**config.mk**
```make
export PLATFORM = sky130hd
export DESIGN_NAME = fp_div_seq
export DESIGN_NICKNAME = d
export VERILOG_FILES = /design/src/rtl/fp_div_seq.sv
export SDC_FILE = /design/constraint.sdc
export NUM_CORES = 1
export LEC_CHECK = 0
export ABC_CLOCK_PERIOD_IN_PS = 6400
export CORE_MARGIN = 1.5
export CORE_UTILIZATION = 35
export CTS_CLUSTER_DIAMETER = 120
export DETAILED_ROUTE_END_ITERATION = 10
export SLEW_MARGIN = 25
export SYNTH_ARGS = -nofsm -noshare
export SYNTH_HDL_FRONTEND = slang
export SYNTH_SLANG_ARGS = --single-unit
```
**constraint.sdc**
```tcl
create_clock -name clk -period 6.4 [get_ports clk]
set_input_delay 0.96 -clock clk [delete_from_list [all_inputs] [get_ports clk]]
set_output_delay 0.96 -clock clk [all_outputs]
set_load 0.01 [all_outputs]
```
**src/rtl/fp_div_seq.sv**
```systemverilog
// Iterative IEEE-754 binary32 divider: radix-2 restoring mantissa division, QBITS_PER_CYCLE bits/cycle.
// Optional macro FP_DIV_POW2_BYPASS_EN skips the iteration when the divisor is a power of two.
module fp_div_seq #(
  parameter int QBITS_PER_CYCLE = 1
) (
  input  logic        clk,
  input  logic        rst_n,
  input  logic        in_valid,
  output logic        in_ready,
  input  logic [31:0] fp_X,
  input  logic [31:0] fp_Y,
  input  logic [2:0]  r_mode,
  output logic        out_valid,
  input  logic        out_ready,
  output logic [31:0] fp_Z,
  output logic        ovrf,
  output logic        udrf
);

  localparam int DIV_CYCLES = 27 / QBITS_PER_CYCLE;
  localparam logic [4:0] CNT_INIT = 5'(DIV_CYCLES - 2);

  typedef enum logic [2:0] {IDLE, UNPACK, DIV, ROUND, DONE} state_t;

  generate
    if (QBITS_PER_CYCLE != 1 && QBITS_PER_CYCLE != 3) begin : g_bad_qbits
      $error("fp_div_seq: QBITS_PER_CYCLE must be 1 or 3");
    end
  endgenerate

  state_t      state_reg;
  logic [31:0] x_reg, y_reg;
  logic [2:0]  mode_reg;
  logic [26:0] q_reg;
  logic [24:0] rem_reg;
  logic [4:0]  cnt_reg;
  logic        in_ready_reg, out_valid_reg, ovrf_reg, udrf_reg;
  logic [31:0] fp_z_reg;

  logic        sign;
  logic [7:0]  ex, ey;
  logic [22:0] fx, fy;
  logic [23:0] mx, my;
  logic        x_nan, x_inf, x_zero, y_nan, y_inf, y_zero;

  assign sign   = x_reg[31] ^ y_reg[31];
  assign ex     = x_reg[30:23];
  assign ey     = y_reg[30:23];
  assign fx     = x_reg[22:0];
  assign fy     = y_reg[22:0];
  assign mx     = {1'b1, fx};
  assign my     = {1'b1, fy};
  assign x_nan  = (ex == 8'hFF) && (fx != 23'd0);
  assign x_inf  = (ex == 8'hFF) && (fx == 23'd0);
  assign x_zero = (ex == 8'h00);
  assign y_nan  = (ey == 8'hFF) && (fy != 23'd0);
  assign y_inf  = (ey == 8'hFF) && (fy == 23'd0);
  assign y_zero = (ey == 8'h00);

  // Quotient-bit chain: UNPACK seeds it with mx and retires the first bits, DIV continues from rem_reg.
  logic [24:0] seed_rem;
  logic [24:0] rem_last;
  logic [QBITS_PER_CYCLE-1:0] stage_bit;
  logic [26:0] q_next;

  assign seed_rem = (state_reg == UNPACK) ? {1'b0, mx} : rem_reg;

  genvar gi;
  generate
    for (gi = 0; gi < QBITS_PER_CYCLE; gi++) begin : g_step
      logic [24:0] rem_in;
      logic [24:0] rem_out;
      logic [25:0] trial;
      if (gi == 0) begin : g_first
        assign rem_in = seed_rem;
      end else begin : g_chain
        assign rem_in = g_step[gi-1].rem_out;
      end
      assign trial   = {1'b0, rem_in} - {2'b00, my};
      assign stage_bit[QBITS_PER_CYCLE-1-gi] = ~trial[25];
      assign rem_out = trial[25] ? (rem_in << 1) : (trial[24:0] << 1);
    end
  endgenerate

  assign rem_last = g_step[QBITS_PER_CYCLE-1].rem_out;
  assign q_next   = {q_reg[26-QBITS_PER_CYCLE:0], stage_bit};

  logic [23:0]       mant;
  logic              g_bit, r_bit, s_bit, inc, carry, ovf, unf;
  logic signed [9:0] e_pre, e_rnd;
  logic [22:0]       frac_rnd;
  logic [31:0]       round_z, inf_z, max_z;

  assign inf_z = {sign, 8'hFF, 23'd0};
  assign max_z = {sign, 8'hFE, 23'h7FFFFF};

  always_comb begin
    if (q_reg[26]) begin
      mant  = q_reg[26:3];
      g_bit = q_reg[2];
      r_bit = q_reg[1];
      s_bit = q_reg[0] | (|rem_reg);
      e_pre = $signed({2'b00, ex}) - $signed({2'b00, ey}) + 10'sd127;
    end else begin
      mant  = q_reg[25:2];
      g_bit = q_reg[1];
      r_bit = q_reg[0];
      s_bit = |rem_reg;
      e_pre = $signed({2'b00, ex}) - $signed({2'b00, ey}) + 10'sd126;
    end
    case (mode_reg)
      3'b001:  inc = 1'b0;
      3'b010:  inc = sign & (g_bit | r_bit | s_bit);
      3'b011:  inc = ~sign & (g_bit | r_bit | s_bit);
      3'b100:  inc = g_bit;
      default: inc = g_bit & (r_bit | s_bit | mant[0]);
    endcase
    // An all-ones mantissa wraps the fraction to zero, which is exactly 2^23 with a bumped exponent.
    carry    = inc & (&mant);
    frac_rnd = mant[22:0] + {22'd0, inc};
    e_rnd    = e_pre + $signed({9'd0, carry});
    ovf      = (e_rnd >= 10'sd255);
    unf      = (e_rnd <= 10'sd0);
    round_z  = {sign, e_rnd[7:0], frac_rnd};
    if (ovf) begin
      case (mode_reg)
        3'b001:  round_z = max_z;
        3'b010:  round_z = sign ? inf_z : max_z;
        3'b011:  round_z = sign ? max_z : inf_z;
        default: round_z = inf_z;
      endcase
    end else if (unf) begin
      round_z = {sign, 31'd0};
    end
  end

  logic        special;
  logic [31:0] special_z;

  always_comb begin
    special   = 1'b1;
    special_z = {sign, 31'd0};
    if (x_nan || y_nan || (x_zero && y_zero) || (x_inf && y_inf)) special_z = 32'h7FC00000;
    else if (x_inf)  special_z = inf_z;
    else if (y_inf)  special_z = {sign, 31'd0};
    else if (y_zero) special_z = inf_z;
    else if (x_zero) special_z = {sign, 31'd0};
    else             special   = 1'b0;
  end

  always_ff @(posedge clk) begin
    if (!rst_n) begin
      state_reg     <= IDLE;
      in_ready_reg  <= 1'b1;
      out_valid_reg <= 1'b0;
      fp_z_reg      <= 32'd0;
      ovrf_reg      <= 1'b0;
      udrf_reg      <= 1'b0;
      x_reg         <= 32'd0;
      y_reg         <= 32'd0;
      mode_reg      <= 3'd0;
      q_reg         <= 27'd0;
      rem_reg       <= 25'd0;
      cnt_reg       <= 5'd0;
    end else begin
      case (state_reg)
        IDLE: begin
          if (in_valid) begin
            x_reg        <= fp_X;
            y_reg        <= fp_Y;
            mode_reg     <= r_mode;
            in_ready_reg <= 1'b0;
            state_reg    <= UNPACK;
          end
        end
        UNPACK: begin
          if (special) begin
            fp_z_reg      <= special_z;
            ovrf_reg      <= 1'b0;
            udrf_reg      <= 1'b0;
            out_valid_reg <= 1'b1;
            state_reg     <= DONE;
          end else
`ifdef FP_DIV_POW2_BYPASS_EN
          if (fy == 23'd0) begin
            q_reg     <= {mx, 3'b000};
            rem_reg   <= 25'd0;
            state_reg <= ROUND;
          end else
`endif
          begin
            q_reg     <= q_next;
            rem_reg   <= rem_last;
            cnt_reg   <= CNT_INIT;
            state_reg <= DIV;
          end
        end
        DIV: begin
          q_reg   <= q_next;
          rem_reg <= rem_last;
          if (cnt_reg == 5'd0) state_reg <= ROUND;
          else                 cnt_reg   <= cnt_reg - 5'd1;
        end
        ROUND: begin
          fp_z_reg      <= round_z;
          ovrf_reg      <= ovf;
          udrf_reg      <= unf & ~ovf;
          out_valid_reg <= 1'b1;
          state_reg     <= DONE;
        end
        DONE: begin
          if (out_ready) begin
            out_valid_reg <= 1'b0;
            in_ready_reg  <= 1'b1;
            state_reg     <= IDLE;
          end
        end
        default: state_reg <= IDLE;
      endcase
    end
  end

  assign in_ready  = in_ready_reg;
  assign out_valid = out_valid_reg;
  assign fp_Z      = fp_z_reg;
  assign ovrf      = ovrf_reg;
  assign udrf      = udrf_reg;

endmodule

```
==> out/metrics.cfg <==
[clock_tree]
cts.sinks = 162
cts_inserted_buffers = 17
cts_resized = 0
holdBufCountCts = 0
post_cts_buffers = 0
clk_latency_ns = 0.44
cts_tree = yes
cts.reportedPaths.clkPinSlew_ns = 0.06
clock_path_buffers = 2
htreeDepth = 4
cts-root-buf = clkbuf_16

[logic_synthesis]
syn_area_per_cell_um2 = 7.34
synth_ff_type = dfxtp_1
synth_top_area_share_pct = 33.4
netlist.top_cell.by_area = dfxtp_1
yosysWarnings = 0
synth_cell_types = 86
syn_area_um2 = 9710
synth_seq_area_share_pct = 33.4
ys_ff_latch = 162
async_flop_share_pct = 0
synth_edf_count = 0
synthTopCellsByArea = dfxtp_1 33%, nand2_1 13%, a21oi_1 8.3%
synth.net_count = 1437
synth_cells = 1324

[place]
gp_congestion = 0.865
hpwlAfterDp_um = 20700
placed_cells = 1740
port_buffers = 106

[grt]
grt_overflow = 0
antenna_found_initial = 0
grtUsageTotal_pct = 19.6
grt_max_degree = 69
grt_pass1_vias = 8642
grt_pass1_wl_um = 45200

[worst_setup_path]
cpLargestDelayFamily = simple AND/OR/NAND/NOR gates
max_stage_delay_ns = 0.75
crit_chain = nand2_1, a21o_1, or2_2, or4b_2, nor4b_1, ha_1, and2_1, nand2_1, nor2_1, o2bb2ai_1, nand3_1, a2111oi_2, nand2b_1, nand3_2, o211ai_1
startpoint_type = flop
worst_path_max_delay_cell = dfxtp_2
crit_fanout = 36
critPathKind = flop to flop
arrival_ns = 5.37
crit_required_ns = 6.75
crit_top_cell = nand2_1
critPathBufInv = 0
critPathCaptureType = flop

[detailed_routing]
vias_per_cell = 5.26
vias = 9329
route.top_layer_used = met4
drcViolationCount = 0
wl_met2_um = 13200
drt-total-wl_um = 27800
wl_met3_um = 786
drt.antenna.violating_nets = 0
first_pass_iters = 5
met1Wirelength_um = 13500
wl_per_cell_um = 15.7
dr.first_iter.drc_count = 679

[timing]
finalCriticalPeriod_ns = 5.02
timing.fmax_mhz = 199
tightest_slew_ns = 0.917
fin_crit_sh_pct = 78.4
clock_skew_ns = 0.0133
rsz0062_at_grt = no
hold_violations = 0
timing.hold.ws_ns = 0.460
setup_tns_ns = 0
finalSetupViolCount = 0
slew-limit-headroom_pct = 38.8
maxSlewViolCount = 0

[layout]
fillers = 2806
drive_gt1_share_pct = 5.21
fin_nets = 1500
num_antenna_cells = 0
syn_to_final_growth_pct = 20.2
fin_util_pct = 43.1
final_common_cell = nand2_1
final_cells = 1772
final_cell_mix = 334 x nand2_1, 161 x dfxtp_1, 160 x a21oi_1, 106 x clkdlybuf4s50_1, 71 x o21ai_0

[power_and_ir_drop]
leakagePower_nw = 4.43
p_total_mw = 3.75
vdd_drop_max_uv = 205
p_per_area_nw_per_um2 = 321

[worst_hold_path]
hold_path_class = flop to flop

[floorplan]
die_w_um = 170
coreArea_um2 = 27100
die_y_um = 170
start_util_pct = 35.8
rows = 60
io_pins = 107
die_area_um2 = 28800

[flow_run]
cap_violations = 0

[outcome]
status = finished, final reports clean

cells by family after synthesis:
family | synth area share (%)
and+or+nand+nor | 25.9
AOI/OAI and AO/OA | 24.6
buffers and inverters | 5.24
xor gates and xnor gates | 4.24
DFF | 33.4
muxes | 1.06
adders and majority gates | 5.57
cells in the mapped netlist, drive strengths merged, types with 7 or more instances:
cell and instances:
a31oi 17, a211oi 14, o211ai 14, o22ai 9
nor2b 21, and3 13, nand3 26, xnor2 27
inv 55, nand2b 7, a32oi 7, a21o 14
dfxtp 162, nor4 16, a221o 7, a21oi 161
a22oi 7, o21ai 73, nor3 18, buf 8
and2 12, xor2 14, nand4 14, nor2 61
ha 40, mux2i 8, clkbuf 67, nand2 334
worst reg2reg max path, stage by stage (launching register included):
cell and delay (ns):
dfxtp_2 0.75, nand2_1 0.16, a21o_1 0.25, or2_2 0.32, or4b_2 0.63, nor4b_1 0.33, ha_1 0.23, and2_1 0.18
nand2_1 0.15, nor2_1 0.19, o2bb2ai_1 0.19, nand3_1 0.16, a2111oi_2 0.57, nand2b_1 0.29, nand3_2 0.34, o211ai_1 0.19
metal layers:
metal,vias up,GRT usage (%)
met3,27,2.05
met4,0,5.27
met5,-,0
met1,4336,26.6
li1,4785,-
met2,181,33.1
per-stage QoR:
stage               setup slack, ns  area [um2]
detailed placement             1.37       11100
finish                         1.38       11700
global placement               1.52       11100
CTS                            1.36       11700
floorplan                      1.79        9710
global route                  0.923       11700
area by class of cell:
cell class	count	area (um2)	area share, %
inverters	55	208	1.78
clock buffers	18	439	3.76
repair buffers	119	1160	9.93
clock inverters	14	165	1.42
multi-input cells	1032	5990	51.3
well taps	372	465	3.99
flip-flops and latches	162	3240	27.8
power breakdown:
| part | switching (mW) | internal (mW) |
|---|---|---|
| Combinational | 0.892 | 0.609 |
| Sequential | 0.0761 | 1.09 |
| Clock | 0.476 | 0.601 |
worst paths after layout:
path / from / endpoint / slack [ns] / depth (start not counted)
worst max register to register: q_reg[26]$_SDFFE_PN0P_ / fp_Z[22]$_SDFFE_PN0P_ / 1.38 / 15
worst max-delay path: q_reg[26]$_SDFFE_PN0P_ / fp_Z[22]$_SDFFE_PN0P_ / 1.38 / 15
worst min-delay path: udrf$_SDFFE_PN0P_ / udrf$_SDFFE_PN0P_ / 0.46 / 2
worst min register to register: udrf$_SDFFE_PN0P_ / udrf$_SDFFE_PN0P_ / 0.46 / 2
Power figures use the tool's default switching activity.
